## src/rtl/pll_sup_pkg.sv

```systemverilog
// pll_sup_pkg: shared definitions for the PLL lock supervisor.
//   - pll_sup_state_e : supervisor FSM states
//   - PLL_SEL_W       : width of the rPLL IDSEL/FBDSEL/ODSEL buses
//   - cnt_width()     : width of the shared phase counter
package pll_sup_pkg;

   localparam int unsigned PLL_SEL_W = 6;

   typedef enum logic [2:0] {
      RST_HOLD,
      WAIT_LOCK,
      STABLE,
      LOCKED,
      FAULT
   } pll_sup_state_e;

   // One counter serves every timed phase, so it is sized for the longest.
   function automatic int unsigned cnt_width(input int unsigned a,
                                             input int unsigned b,
                                             input int unsigned c);
      int unsigned m;
      m = a;
      if (b > m) m = b;
      if (c > m) m = c;
      return (m > 1) ? $clog2(m) : 1;
   endfunction

endpackage

```

## src/rtl/sync_2ff.sv

```systemverilog
// sync_2ff: two-flop single-bit synchronizer with synchronous active-low clear.
// Ports:
//   clk   in  destination clock
//   clr_n in  synchronous clear, active low (both flops go to 0)
//   d     in  asynchronous input bit
//   q     out synchronized bit, two clk cycles behind d
module sync_2ff (
   input  logic clk,
   input  logic clr_n,
   input  logic d,
   output logic q
);

   logic meta;

   always_ff @(posedge clk) begin
      if (!clr_n) begin
         meta <= 1'b0;
         q    <= 1'b0;
      end else begin
         meta <= d;
         q    <= meta;
      end
   end

endmodule

```

## src/rtl/pll_lock_supervisor.sv

```systemverilog
// pll_lock_supervisor: sequences a Gowin rPLL (reset pulse, lock wait with
// timeout, lock qualification, lock-loss recovery, bounded retries) and drives
// its dynamic divider selects from a valid/ready config port.
// Ports:
//   clkin                 in  free-running reference clock (rising edge)
//   rst_n                 in  synchronous reset, active low
//   pll_lock              in  raw PLL LOCK (asynchronous, synchronized here)
//   pll_reset             out PLL RESET, active high
//   pll_idsel/fbdsel/odsel out divider selects to the PLL
//   cfg_valid             in  new divider set requested
//   cfg_idsel/fbdsel/odsel in  requested selects (passed through raw)
//   cfg_ready             out config accepted when cfg_valid & cfg_ready
//   clk_ok                out PLL locked and qualified
//   user_rst_n            out downstream reset, clk_ok delayed one cycle
//   fault                 out retries exhausted
//   retry_cnt             out failed attempts since last lock / accepted config
//   loss_cnt              out lock-loss events, saturating (only when
//                             PLL_SUP_LOSS_CNT_EN is defined)
module pll_lock_supervisor
   import pll_sup_pkg::*;
#(
   parameter int unsigned           RST_CYCLES    = 16,
   parameter int unsigned           LOCK_TIMEOUT  = 100000,
   parameter int unsigned           STABLE_CYCLES = 1024,
   parameter int unsigned           MAX_RETRIES   = 3,
   parameter logic [PLL_SEL_W-1:0]  DFLT_IDSEL    = 6'd0,
   parameter logic [PLL_SEL_W-1:0]  DFLT_FBDSEL   = 6'd0,
   parameter logic [PLL_SEL_W-1:0]  DFLT_ODSEL    = 6'd0
) (
   input  logic                                 clkin,
   input  logic                                 rst_n,
   input  logic                                 pll_lock,
   output logic                                 pll_reset,
   output logic [PLL_SEL_W-1:0]                 pll_idsel,
   output logic [PLL_SEL_W-1:0]                 pll_fbdsel,
   output logic [PLL_SEL_W-1:0]                 pll_odsel,
   input  logic                                 cfg_valid,
   input  logic [PLL_SEL_W-1:0]                 cfg_idsel,
   input  logic [PLL_SEL_W-1:0]                 cfg_fbdsel,
   input  logic [PLL_SEL_W-1:0]                 cfg_odsel,
   output logic                                 cfg_ready,
   output logic                                 clk_ok,
   output logic                                 user_rst_n,
   output logic                                 fault,
   output logic [$clog2(MAX_RETRIES+1)-1:0]     retry_cnt
`ifdef PLL_SUP_LOSS_CNT_EN
   ,
   output logic [15:0]                          loss_cnt
`endif
);

   localparam int unsigned CNT_W   = cnt_width(RST_CYCLES, LOCK_TIMEOUT, STABLE_CYCLES);
   localparam int unsigned RETRY_W = $clog2(MAX_RETRIES + 1);

   pll_sup_state_e              state, state_nxt;
   logic [CNT_W-1:0]            cnt, cnt_nxt, cnt_inc;
   logic [RETRY_W-1:0]          retry_nxt;
   logic [PLL_SEL_W-1:0]        idsel_nxt, fbdsel_nxt, odsel_nxt;
   logic                        lock_s;
   logic                        accept;
   logic                        fail;
`ifdef PLL_SUP_LOSS_CNT_EN
   logic                        loss_evt;
`endif

   sync_2ff u_lock_sync (
      .clk   (clkin),
      .clr_n (rst_n),
      .d     (pll_lock),
      .q     (lock_s)
   );

   assign accept  = cfg_valid & cfg_ready;
   assign cnt_inc = (cnt == '1) ? cnt : cnt + CNT_W'(1);

   always_comb begin
      state_nxt  = state;
      cnt_nxt    = cnt;
      retry_nxt  = retry_cnt;
      idsel_nxt  = pll_idsel;
      fbdsel_nxt = pll_fbdsel;
      odsel_nxt  = pll_odsel;
      fail       = 1'b0;
`ifdef PLL_SUP_LOSS_CNT_EN
      loss_evt   = 1'b0;
`endif
      case (state)
         RST_HOLD: begin
            if (cnt == CNT_W'(RST_CYCLES - 1)) begin
               state_nxt = WAIT_LOCK;
               cnt_nxt   = '0;
            end else begin
               cnt_nxt = cnt_inc;
            end
         end
         WAIT_LOCK: begin
            if (lock_s) begin
               state_nxt = STABLE;
               cnt_nxt   = '0;
            end else if (cnt == CNT_W'(LOCK_TIMEOUT - 1)) begin
               fail = 1'b1;
            end else begin
               cnt_nxt = cnt_inc;
            end
         end
         STABLE: begin
            if (!lock_s) begin
               fail = 1'b1;
            end else if (cnt == CNT_W'(STABLE_CYCLES - 1)) begin
               state_nxt = LOCKED;
               cnt_nxt   = '0;
               retry_nxt = '0;
            end else begin
               cnt_nxt = cnt_inc;
            end
         end
         LOCKED: begin
            // An accepted config wins over a simultaneous lock drop; both
            // land in RST_HOLD, only the select/retry side effects differ.
            if (!accept && !lock_s) begin
               state_nxt = RST_HOLD;
               cnt_nxt   = '0;
`ifdef PLL_SUP_LOSS_CNT_EN
               loss_evt  = 1'b1;
`endif
            end
         end
         FAULT: ;
         default: begin
            state_nxt = RST_HOLD;
            cnt_nxt   = '0;
         end
      endcase

      if (fail) begin
         retry_nxt = retry_cnt + RETRY_W'(1);
         state_nxt = (retry_nxt == RETRY_W'(MAX_RETRIES)) ? FAULT : RST_HOLD;
         cnt_nxt   = '0;
      end

      // cfg_ready is only high in LOCKED/FAULT, so accept implies one of those.
      if (accept) begin
         state_nxt  = RST_HOLD;
         cnt_nxt    = '0;
         retry_nxt  = '0;
         idsel_nxt  = cfg_idsel;
         fbdsel_nxt = cfg_fbdsel;
         odsel_nxt  = cfg_odsel;
      end
   end

   // Outputs are registered from the next state so they align with it.
   always_ff @(posedge clkin) begin
      if (!rst_n) begin
         state      <= RST_HOLD;
         cnt        <= '0;
         retry_cnt  <= '0;
         pll_idsel  <= DFLT_IDSEL;
         pll_fbdsel <= DFLT_FBDSEL;
         pll_odsel  <= DFLT_ODSEL;
         pll_reset  <= 1'b1;
         cfg_ready  <= 1'b0;
         clk_ok     <= 1'b0;
         user_rst_n <= 1'b0;
         fault      <= 1'b0;
      end else begin
         state      <= state_nxt;
         cnt        <= cnt_nxt;
         retry_cnt  <= retry_nxt;
         pll_idsel  <= idsel_nxt;
         pll_fbdsel <= fbdsel_nxt;
         pll_odsel  <= odsel_nxt;
         pll_reset  <= (state_nxt == RST_HOLD) || (state_nxt == FAULT);
         cfg_ready  <= (state_nxt == LOCKED) || (state_nxt == FAULT);
         clk_ok     <= (state_nxt == LOCKED);
         user_rst_n <= clk_ok;
         fault      <= (state_nxt == FAULT);
      end
   end

`ifdef PLL_SUP_LOSS_CNT_EN
   always_ff @(posedge clkin) begin
      if (!rst_n) begin
         loss_cnt <= '0;
      end else if (loss_evt && (loss_cnt != '1)) begin
         loss_cnt <= loss_cnt + 16'd1;
      end
   end
`endif

endmodule

```

## config.mk

```make
export PLATFORM = sky130hd
export DESIGN_NAME = pll_lock_supervisor
export DESIGN_NICKNAME = d
export VERILOG_FILES = /design/src/rtl/pll_sup_pkg.sv /design/src/rtl/sync_2ff.sv /design/src/rtl/pll_lock_supervisor.sv
export SDC_FILE = /design/constraint.sdc
export NUM_CORES = 1
export LEC_CHECK = 0
export ABC_CLOCK_PERIOD_IN_PS = 2780
export BUFFER_PORTS_ARGS = -buffer_cell sky130_fd_sc_hd__buf_2
export CAP_MARGIN = 5
export CORE_MARGIN = 5
export CORE_UTILIZATION = 53
export DETAILED_ROUTE_END_ITERATION = 10
export HOLD_SLACK_MARGIN = 0.03
export PLACE_DENSITY = 0.78
export SETUP_SLACK_MARGIN = 0.3
export SYNTH_ARGS = -nofsm -noshare
export SYNTH_HDL_FRONTEND = slang
export SYNTH_HIERARCHICAL = 1
export SYNTH_SLANG_ARGS = --single-unit
```

## constraint.sdc

```tcl
create_clock -name clkin -period 2.78 [get_ports clkin]
set_clock_uncertainty 0.1 [all_clocks]
set_input_delay 0.417 -clock clkin [delete_from_list [all_inputs] [get_ports clkin]]
set_output_delay 0.417 -clock clkin [all_outputs]
set_load 0.01 [all_outputs]
```

## Word-level counts from Yosys, hierarchy flattened

Index checks and enable logic that the tools add are counted.

- Add/sub/neg operators: 2
- $mul: 0
- Divide/modulo/power cells: 0
- $lt $le $gt $ge: 0
- Eq/ne operators: 14
- Shift-type cells: 0
- Mux-type cells: 25
- Bitwise operators: 3
- Reduce and logical (&&, ||, !) cells: 14

Operator list:

| cell | count |
|---|---|
| two-way mux 17 bit | 7 |
| case mux 17 bit (5 select lines) | 1 |
| == test 17 bit (second input constant) | 2 |
| two-way mux 3 bit | 8 |
| adder 17 x 1 -> 17 bit (second input constant) | 1 |
| == test 17 x 10 -> 1 bit (second input constant) | 1 |
| == test 17 x 4 -> 1 bit (second input constant) | 1 |
| case mux 3 bit (5 select lines) | 1 |
| == test 3 x 2 -> 1 bit (second input constant) | 3 |
| two-way mux 2 bit | 4 |
| == test 3 bit (second input constant) | 2 |
| zero test 3 bit | 2 |
| nonzero test 2 bit | 3 |
| AND reduction 4 bit | 1 |
| == test 3 x 1 -> 1 bit (second input constant) | 1 |
| two-way mux 1 bit | 3 |
| inequality test 3 x 2 -> 1 bit (second input constant) | 1 |
| AND reduction 3 bit | 1 |
| OR reduction 3 bit | 1 |
| adder 2 x 1 -> 2 bit (second input constant) | 1 |
| == test 2 bit (second input constant) | 1 |
| zero test 1 bit | 2 |
| logical OR 1 bit | 2 |
| inequality test 2 x 1 -> 1 bit (second input constant) | 1 |
| other kinds (6) | 7 |

- Flip-flop bits (word level): 47
- Bits in latches: 0
- RAM bits: 0
- ROM bits: 0
- Input bits: 22
- Output and inout bits: 25
- Logic and storage cells: 71
- Memories kept: 0

## Depth between registers and ports, before layout

Gate-level depths: netlist of run 1.

- Depth in word-level cells: 9
- Mapped depth: 9
- Gate-level depth less buffers: 6

## Cells and area by module

The synthesis of run 1 kept the hierarchy.

Modules (own cells, without submodules):

| module | instances | cells each | area an instance (um^2) | seq. area each (um^2) |
|---|---|---|---|---|
| pll_lock_supervisor | 1 | 249 | 2,193.4 | 900.9 |
| sync_2ff | 1 | 4 | 52.6 | 40.0 |

## Worst setup path after synthesis of run 1

No wires, ideal clock.

- Kind: reg-to-reg
- Start point: register cnt[1]
- End point: register cnt[14]
- Setup time: 130 ps
- Data arrival time: 2,034 ps
- Required time: 2,550 ps
- Path slack: 516 ps
- Cell stages (with the launch flop): 8
- Buffers on the path: 1
- Clock period less this slack: 2,264 ps
- Cell sequence: dfxtp_1 -> ha_1 -> nand3_2 -> nor4_1 -> a21boi_1 -> o311ai_4 -> buf_6 -> a21oi_1

- Cells in the longest elaborated chain, start to end: 5
- Elaborated cells on any way between the ends: 18
- Classes of those cells: add/sub: 1; eq/ne: 5; mux: 10; reduce/logical: 2

Ends and longest elaborated chain:

| element | RTL line | RTL |
|---|---|---|
| start, declared | pll_lock_supervisor.sv:56 | `logic [CNT_W-1:0] cnt, cnt_nxt, cnt_inc;` |
| start signal, assigned | pll_lock_supervisor.sv:168 | `cnt <= cnt_nxt;` |
| adder 17 x 1 -> 17 bit (tied with other cells) | pll_lock_supervisor.sv:74 | `assign cnt_inc = (cnt == '1) ? cnt : cnt + CNT_W'(1);` |
| two-way mux 17 bit / two-way mux 1 bit (equally long branches) | pll_lock_supervisor.sv:74, pll_lock_supervisor.sv:100 |  |
| two-way mux 17 bit (tied with other cells) | pll_lock_supervisor.sv:109 | `end else if (cnt == CNT_W'(STABLE_CYCLES - 1)) begin` |
| two-way mux 17 bit (tied with other cells) | pll_lock_supervisor.sv:107 | `if (!lock_s) begin` |
| case mux 17 bit (5 select lines) / OR reduction 3 bit (equally long branches) | -- |  |

Parallel ways exist; a longest one is shown, timed or not. The select of a mux whose other input is x is not followed.
A chain may end at the register's enable or synchronous reset.

## Worst setup path after layout of run 1

- Start point: register cnt[4]
- End point: register cnt[7]

Same word-level chain as after synthesis.

==> results.cfg, run 1 <==
[clocking]
insertion_delay_ps = 300
cts_hold_buffers = 0
clock_tree_from_tritoncts = built
clockBufferDepth = 2
clk_pin_slew_ps = 90
cts_htree_levels = 2
cts_buffers = 5
cts_root_buffer = clkbuf_8
clock_sink_count = 47

[floorplanning]
floorplan.io_pins = 47
core_region_area_um2 = 4060
placementRows = 23
die_width_um = 75.1
die_area_um2 = 5640
floorplan.initialDensity_pct = 55.3
dieHeight_um = 75.1

[final_layout]
num-fill-cells = 349
layout-area-overhead-vs-synth_pct = 15.6
share_of_final_layout_standard_cells_stronger_than_drive_strength_1_pct = 27.0
most-common-layout-cells = 49 x nand2_1, 47 x dfxtp_1, 46 x buf_2, 18 x a21boi_0, 13 x a21oi_1
antennaDiodeCount = 0
final_nets = 323
final_design_area_no_fill_um2 = 2600
final_common_cell = nand2_1

[sta]
unrepaired_setup_endpoints_after_global_routing = no
final.period_utilization_pct = 83.8
tightestPinTransition_ps = 609
achievable-frequency_ghz = 0.429
report.final.slew_viol_count = 0
report.final.hold_viol_count = 0
layout_min_cycle_time_ps = 2330
setup-violations-final = 0
holdWs_ps = 217
setup_total_negative_slack_ps = 0
timing.max_slew.rel_slack_pct = 59.4

[min_path]
hold_path.class = in2reg

[setup_path]
worstPathRequired_ps = 2870
crit_path_start = cnt[4]$_SDFFE_PP0P_
worst_ep_arrival_time_ps = 2420
destination_of_the_critical_timing_path = cnt[7]$_SDFFE_PP0P_
setup.worst_path.start_class = register
r2r_start = cnt[4]$_SDFFE_PP0P_
ff2ff_path_depth = 6
critical_path_class = reg2reg
cp-end-kind = register
path_max_fanout = 8
regToRegEndpoint = cnt[7]$_SDFFE_PP0P_
worst-r2r-setup-slack_ps = 450

[yosys]
mappedNetlistArea_um2 = 2250
ys.warnings.count = 6
mappedNetlistNets = 277
cell_taking_the_most_area_after_synthesis = dfxtp_1
synthDominantCellAreaShare_pct = 41.9
post_synth_main_area_contributors = dfxtp_1 42%, nand2_1 8.2%, a21boi_0 6.0%
synth.yosys.seq_area_share_pct = 41.9
synthDistinctLibCells = 49
synth-seq-cells = 47
synth.avg_cell_area_um2 = 8.88
synthCells = 253

[power]
cellLeakagePower_uw = 0.000989
power_density_nw_per_um2 = 449
peakVddDrop_mv = 0.285

[run_status]
outcome = finished clean

[placed_design]
gpl.final_weighted_congestion = 0.817
placed_cell_area_um2 = 2470
dp.final_hpwl_um = 3370
port_buffers = 46

[detailed_routing]
antenna_violating_nets_post_route = 0
vias = 1974
dr.pass1.iters = 4
drt_first_iter_violations = 164
avgRoutedWirePerCell_um = 13.7
drc = 0
via_per_inst = 5.64
detail_route.wirelength_um = 4810

[global_routing]
first_global_vias = 1886
wire_length_of_the_first_global_routing_pass_um = 8210
grt_start_max_net_pins = 31
grt.overflow.total = 0
global_route.usage.total_pct = 18.6
antenna_found_initial = 0

[run]
timing.max_cap.violations = 0
-- per-layer routing --
metal	track usage (%)	vias to the layer above	part of all wire, %
met5	0	-	0
met2	30.2	48	47
met1	23.6	901	46
met3	4.67	10	5.7
met4	7.51	0	1.8
li1	-	1015	-
-- area by class of cell --
type	count	area, µm²	share of cell area, %
Multi-Input combinational cell	186	1180	45.5
Sequential cell	47	941	36.2
Timing Repair Buffer	54	294	11.3
Clock buffer	6	82.6	3.18
Tap cell	50	62.6	2.41
Inverter	5	18.8	0.723
Clock inverter	2	16.3	0.627
-- worst min path at each step --
stage | startpoint | to | depth (start not counted)
after floorplan | u_lock_sync/meta$_SDFF_PN0_ | u_lock_sync/q$_SDFF_PN0_ | 1
after global placement | u_lock_sync/meta$_SDFF_PN0_ | u_lock_sync/q$_SDFF_PN0_ | 1
after detailed placement | u_lock_sync/meta$_SDFF_PN0_ | u_lock_sync/q$_SDFF_PN0_ | 1
after CTS | pll_lock | u_lock_sync/meta$_SDFF_PN0_ | 2
after global routing | pll_lock | u_lock_sync/meta$_SDFF_PN0_ | 2
final | pll_lock | u_lock_sync/meta$_SDFF_PN0_ | 2
-- cell families after synthesis --
logic type / synth area share [%]
DFF: 41.9
muxes: 0.446
AOI/OAI and AO/OA: 22.3
adders and majority gates: 1.11
and+or+nand+nor: 28.6
buffers and inverters: 5.68
-- sequential cells by signal, summed over array words and instances (netlist names) --
name and flops:
fault 1, user_rst_n 1, cfg_ready 1, cnt 17
retry_cnt 2, pll_reset 1, pll_odsel 6, state 3
pll_idsel 6, u_lock_sync/meta 1, clk_ok 1, u_lock_sync/q 1
pll_fbdsel 6
-- critical path: stages (launching register included) --
cell	delay [ps]
dfxtp_1	450
or4bb_1	520
or4_4	450
o21a_2	290
o311ai_4	120
buf_4	230
a21oi_1	50
-- Yosys cell counts (all sizes together) --
master	number
nand2	49
dfxtp	47
a21boi	19
a21oi	19
or4	15
o31ai	11
nand3	10
clkbuf	8
and2	7
buf	7
nor2	7
nand4	6
inv	5
o21ai	4
or3	4
and3	3
nor3	3
o21a	3
o41ai	3
or2	3
ha	2
nand4b	2
nor4	2
a211o	1
a31oi	1
mux2i	1
nand2b	1
nor2b	1
nor3b	1
o211a	1
o21ba	1
o2bb2ai	1
o311a	1
o311ai	1
or3b	1
or4b	1
or4bb	1
-- where the power goes --
part	total, µW	leakage (µW)	switching (µW)	internal [µW]
Sequential	682	0.000379	4.52	677
Clock	437	0.0000474	234	203
Combinational	48.0	0.000563	22.2	25.8
-- metrics by stage --
stage / util, % / worst slack, ps / power, µW / std cells
final: 64.0 / 451 / 1170 / 350
after global routing: 64.0 / 373 / 1210 / 350
after CTS: 63.8 / 360 / 1180 / 350
after detailed placement: 60.8 / 202 / 743 / 339
after global placement: 60.8 / 261 / 742 / 339
after floorplan: - / 516 / 721 / 253
-- timing repair --
action / in CTS / in global routing
pin swaps: 1 / 0
setup buffers: 3 / 0
resized for setup: 0 / 2
endpoints found under the setup margin: 1 / 15
Power figures use the tool's default switching activity.
==> inputs of run 2 (changes only) <==
--- a/config.mk
+++ b/config.mk
@@ -5,7 +5,7 @@
 export SDC_FILE = /design/constraint.sdc
 export NUM_CORES = 1
 export LEC_CHECK = 0
-export ABC_CLOCK_PERIOD_IN_PS = 2780
+export ABC_CLOCK_PERIOD_IN_PS = 2200
 export BUFFER_PORTS_ARGS = -buffer_cell sky130_fd_sc_hd__buf_2
 export CAP_MARGIN = 5
 export CORE_MARGIN = 5
==> constraint.sdc (replaced) <==
create_clock -name clkin -period 2.2 [get_ports clkin]
set_clock_uncertainty 0.1 [all_clocks]
set_input_delay 0.33 -clock clkin [delete_from_list [all_inputs] [get_ports clkin]]
set_output_delay 0.33 -clock clkin [all_outputs]
set_load 0.01 [all_outputs]
==> run 2 against run 1 <==
Global-route usage grew 0.96 points. Total power increased by 33%. First-iteration DRC count down 19%. Maximum frequency grew 6.3%. Utilization up 6.2 points. Sequential cell count is the same. Routed wire length is 9.2% higher. Largest cell class unchanged.
==> results.cfg, run 2 (synthesis results as in run 1) <==
[sta]
layout_min_cycle_time_ps = 2190
timing.max_slew.rel_slack_pct = 57.7
unrepaired_setup_endpoints_after_global_routing = yes
tightestPinTransition_ps = 634
setup-violations-final = 0
report.final.slew_viol_count = 0
holdWs_ps = 149
final.period_utilization_pct = 99.6
report.final.hold_viol_count = 0
postLayoutSetupSlackWorst_ps = 9.18
achievable-frequency_ghz = 0.456

[power]
power.switching_fraction_pct = 21.3
power_frac_clock_pct = 40.0
power_density_nw_per_um2 = 544
pwr-share-seq_pct = 55.9
p_total_uw = 1550
p_comb_share_pct = 4.1
cellLeakagePower_uw = 0.00110
net-switching-power_uw = 330
peakVddDrop_mv = 0.503
intPower_uw = 1220

[final_layout]
most-common-layout-cells = 48 x nand2_1, 46 x buf_2, 42 x dfxtp_1, 18 x a21boi_0, 15 x buf_4
final_nets = 334
layout-area-overhead-vs-synth_pct = 26.8
regMostFlops = cnt
share_of_final_layout_standard_cells_stronger_than_drive_strength_1_pct = 35.4
final-instance-count-excl-fill = 361
antennaDiodeCount = 0
final_design_area_no_fill_um2 = 2850
largest_register_ff_count = 17
final_common_cell = nand2_1

[floorplanning]
core_region_area_um2 = 4060
die_area_um2 = 5640
dieHeight_um = 75.1
die_width_um = 75.1
floorplan.initialDensity_pct = 55.3
placementRows = 23
floorplan.io_pins = 47

[placed_design]
pre_cts_ws_ps = 14.4
gpl.final_weighted_congestion = 0.818
placed_cell_area_um2 = 2640
port_buffers = 46
placed_instances = 352
dp.final_hpwl_um = 3780

[global_routing]
fraction_of_met3_tracks_used_by_global_routing_pct = 4.41
grt_max_usage_layer = met2
first_global_vias = 1935
use_met2_pct = 30.7
use_met1_pct = 26.4
wire_length_of_the_first_global_routing_pass_um = 8680
antenna_found_initial = 0
grt.overflow.total = 0
grt_start_max_net_pins = 31
global_route.usage.total_pct = 19.6

[setup_path]
worstPathRequired_ps = 2340
critical_path_class = reg2reg
cp-end-kind = register
path_max_fanout = 5
worst-r2r-setup-slack_ps = 9
worst_ep_arrival_time_ps = 2340
setup.worst_path.start_class = register

[detailed_routing]
avgRoutedWirePerCell_um = 14.5
drc = 0
detail_route.wirelength_um = 5250
dr.pass1.iters = 4
vias = 2053
drt_first_iter_violations = 133
antenna_violating_nets_post_route = 0
via_per_inst = 5.69

[clocking]
clock_tree_from_tritoncts = built
cts_buffers = 5
cts_hold_buffers = 0
clock_sink_count = 47
cts_htree_levels = 2
clk_pin_slew_ps = 90
insertion_delay_ps = 300
cts_root_buffer = clkbuf_8
clockBufferDepth = 2

[min_path]
hold_path.class = in2reg

[run_status]
outcome = finished clean

[run]
timing.max_cap.violations = 0
[run 2: timing repair]
action | CTS | global route
buffers inserted | 1 | 0
pin swaps | 1 | 1
gates resized for setup | 5 | 13
setup endpoints to repair | 26 | 26
hold endpoints to repair | 0 | 0
[run 2: area by class of cell]
type	count	area, µm²
multi-input cells	186	1300
clock buffers	7	108
repair buffers	65	397
clock inverters	1	8.76
well taps	50	62.6
inverters	5	18.8
fillers	330	1210
flip-flops and latches	47	952
[run 2: path summary, 6_finish.rpt]
path	from	end	cells after the start
setup / recovery	state[1]$_SDFF_PN0_	fault$_SDFF_PN0_	6
hold / removal	pll_lock	u_lock_sync/meta$_SDFF_PN0_	2
setup reg to reg	state[1]$_SDFF_PN0_	fault$_SDFF_PN0_	6
hold reg to reg	u_lock_sync/meta$_SDFF_PN0_	u_lock_sync/q$_SDFF_PN0_	1
[run 2: stage by stage]
stage / TNS [ps] / utilization, %
CTS: 0 / 68.6
global route: -343 / 70.2
finish: 0 / 70.2
detailed placement: 0 / 65.0
global placement: 0 / 65.0
floorplan: 0 / -
[run 2: critical path, cell delays in order, from the launching register on]
cell and delay (ps):
dfxtp_2 330, or4bb_1 510, or4_4 520, o21a_4 240, buf_6 140, o21ai_4 150, and2_4 160
[run 2: power groups by stage]
| stage | registers [µW] | clock network (µW) | logic [µW] |
|---|---|---|---|
| 6_report | 865 | 619 | 63.6 |
| 5_1_grt | 866 | 670 | 70.0 |
| 3_5_place_dp | 885 | 0 | 60.1 |
| 3_3_place_gp | 885 | 0 | 58.2 |
| 2_1_floorplan | 884 | 0 | 32.5 |
| 4_1_cts | 865 | 641 | 60.9 |
[run 2: layer usage]
| layer | part of all wire (%) | wire [µm] | vias up |
|---|---|---|---|
| met5 | 0 | 0 | - |
| met4 | 1.5 | 77 | 0 |
| met2 | 51 | 2660 | 46 |
| li1 | - | - | 1032 |
| met1 | 44 | 2310 | 967 |
| met3 | 3.8 | 202 | 8 |
==> inputs of run 3 (changes only) <==
--- a/config.mk
+++ b/config.mk
@@ -16,5 +16,4 @@
 export SETUP_SLACK_MARGIN = 0.3
 export SYNTH_ARGS = -nofsm -noshare
 export SYNTH_HDL_FRONTEND = slang
-export SYNTH_HIERARCHICAL = 1
 export SYNTH_SLANG_ARGS = --single-unit
==> run 3 against run 2 <==
The run now ends with setup timing left. Largest cell class unchanged. Global-route usage is 1.4 points lower. Routed wire length shrank 15%. Maximum frequency fell by 3.3%.
==> results.cfg, run 3 <==
[run_status]
outcome = finished with violations
violated_checks = setup timing

[clocking]
clock_sink_count = 47
cts_root_buffer = clkbuf_8
insertion_delay_ps = 300
clock_tree_from_tritoncts = built
cts_htree_levels = 2
clockBufferDepth = 2
cts_buffers = 5
clk_pin_slew_ps = 90

[setup_path]
worstPathRequired_ps = 2300
worst-path-buf-inv = 1
crit_path_cell_trace = or4_4 > or4_4 > and4bb_1 > o211ai_2 > o21bai_4 > buf_12 > nor2_1
ff2ff_path_depth = 7
worst_stage_delay_on_the_critical_path_ps = 530
timing.critical_path.depth = 7
critical_path_class = reg2reg
critical_path.most_common_cell = or4_4
setup.worst_path.start_class = register
timing.critical_path.slowest_stage_cell = or4_4
cp_top_family = simple AND/OR/NAND/NOR gates
cp-end-kind = register
path_max_fanout = 17
worst_ep_arrival_time_ps = 2370

[yosys]
synth-edff-count = 0
synthCells = 242
ys.warnings.count = 0
asyncSetResetFlopFracSynth_pct = 0
synthDominantCellAreaShare_pct = 45.2
synth.yosys.seq_area_share_pct = 45.2
mappedNetlistArea_um2 = 2080
synth_top_flop_cell = dfxtp_1
mappedNetlistNets = 266
synthDistinctLibCells = 44
synth.avg_cell_area_um2 = 8.60
post_synth_main_area_contributors = dfxtp_1 45%, nand2_1 8.5%, a21boi_0 6.5%
synth-seq-cells = 47
cell_taking_the_most_area_after_synthesis = dfxtp_1
synthTopCellsByCount = 47 x dfxtp_1, 47 x nand2_1, 24 x nor2_1

[detailed_routing]
drt_first_iter_violations = 134
via_per_inst = 5.27
dr.pass1.iters = 4
drc = 0
avgRoutedWirePerCell_um = 12.3
vias = 1909
antenna_violating_nets_post_route = 0
detail_route.wirelength_um = 4470

[final_layout]
num-fill-cells = 313
final_nets = 337
antennaDiodeCount = 0
layout-area-overhead-vs-synth_pct = 30.7
final-instance-count-excl-fill = 362
regMostFlops = cnt
largest_register_ff_count = 17
share_of_final_layout_standard_cells_stronger_than_drive_strength_1_pct = 31.8
most-common-layout-cells = 47 x nand2_1, 46 x dfxtp_1, 46 x buf_2, 27 x buf_4, 23 x nor2_1
final_common_cell = nand2_1

[power]
cellLeakagePower_uw = 0.00117
p_total_uw = 1440
peakVddDrop_mv = 0.421
power_density_nw_per_um2 = 529

[min_path]
hold_path.class = in2reg
min_path_cells = 2

[sta]
achievable-frequency_ghz = 0.441
postLayoutSetupSlackWorst_ps = -65.9
setup-violations-final = 18
unrepaired_setup_endpoints_after_global_routing = yes
final.period_utilization_pct = 103
report.final.slew_viol_count = 0
setup_total_negative_slack_ps = -1010
report.final.hold_viol_count = 0
tightestPinTransition_ps = 627
timing.max_slew.rel_slack_pct = 58.2
layout_min_cycle_time_ps = 2270

[global_routing]
fraction_of_met3_tracks_used_by_global_routing_pct = 4.68
use_met1_pct = 22.9
global_route.usage.total_pct = 18.2
grt_start_max_net_pins = 24
use_met2_pct = 30.8
first_global_vias = 1782
grt_max_usage_layer = met2
wire_length_of_the_first_global_routing_pass_um = 7720
antenna_found_initial = 0
grt.overflow.total = 0

[floorplanning]
floorplan.initialDensity_pct = 55.6
die_width_um = 72.7
placementRows = 22
floorplan.io_pins = 47
core_region_area_um2 = 3740
dieHeight_um = 72.7
die_area_um2 = 5280

[placed_design]
placed_instances = 351
port_buffers = 46
gpl.final_weighted_congestion = 0.803
dp.final_hpwl_um = 3220

[run]
timing.max_cap.violations = 0
==> run 3: cell types whose count changed in the layout (fill, tap and decap cells not counted), sizes merged, moves of 5 or more <==
cell	previous run	this run
nor2	7	24
a21oi	19	4
or4	15	2
xor2	0	13
o31ai	11	0
buf	65	75
and3	3	8
==> run 3: path summary, 6_finish.rpt <==
check	startpoint	endpoint	slack, ps
worst min register to register	u_lock_sync.meta$_SDFF_PN0_	u_lock_sync.q$_SDFF_PN0_	350
worst max register to register	cnt[11]$_SDFFE_PP0P_	cnt[13]$_SDFFE_PP0P_	-70
worst max-delay path	cnt[11]$_SDFFE_PP0P_	cnt[13]$_SDFFE_PP0P_	-70
worst min-delay path	pll_lock	u_lock_sync.meta$_SDFF_PN0_	130
==> run 3: cell type report <==
| class | count | area, µm² | area share, % |
|---|---|---|---|
| Clock buffer | 6 | 72.6 | 2.67 |
| Tap cell | 48 | 60.1 | 2.21 |
| Clock inverter | 2 | 17.5 | 0.644 |
| Timing Repair Buffer | 75 | 464 | 17.1 |
| Sequential cell | 47 | 942 | 34.6 |
| Multi-Input combinational cell | 179 | 1140 | 42.1 |
| Inverter | 5 | 18.8 | 0.690 |
==> run 3: cell families after synthesis <==
group | count (synthesis) | synth area share [%]
compound gates | 40 | 14.9
xor+xnor | 14 | 5.89
fa+ha+maj | 2 | 1.20
buf+inv | 16 | 3.37
flops | 47 | 45.2
simple gates | 123 | 29.5
==> run 3: per-layer routing <==
metal | routed length [µm] | vias up
li1 | - | 978
met1 | 2060 | 888
met2 | 2110 | 37
met3 | 253 | 6
met4 | 50 | 0
met5 | 0 | -
==> run 3: where the power goes <==
part | switching [µW] | total (µW) | internal (µW)
registers | 3.61 | 860 | 856
logic | 26.5 | 61.8 | 35.3
clock network | 289 | 517 | 228
==> run 3: timing repair <==
item | in CTS | in global routing
resized for setup | 14 | 3
buffers inserted | 3 | 0
pin swaps | 5 | 1
setup endpoints to repair | 26 | 26
hold buffers | 0 | 0
==> run 3: stage by stage <==
stage	setup WS (ps)	hold slack, ps	area, µm²	utilization [%]
finish	-65.9	128	2720	72.7
global route	-143	135	2720	72.7
CTS	-58.6	125	2710	72.4
detailed placement	-78.0	322	2530	67.5
global placement	-39.7	321	2530	67.5
floorplan	-92.1	312	2080	-
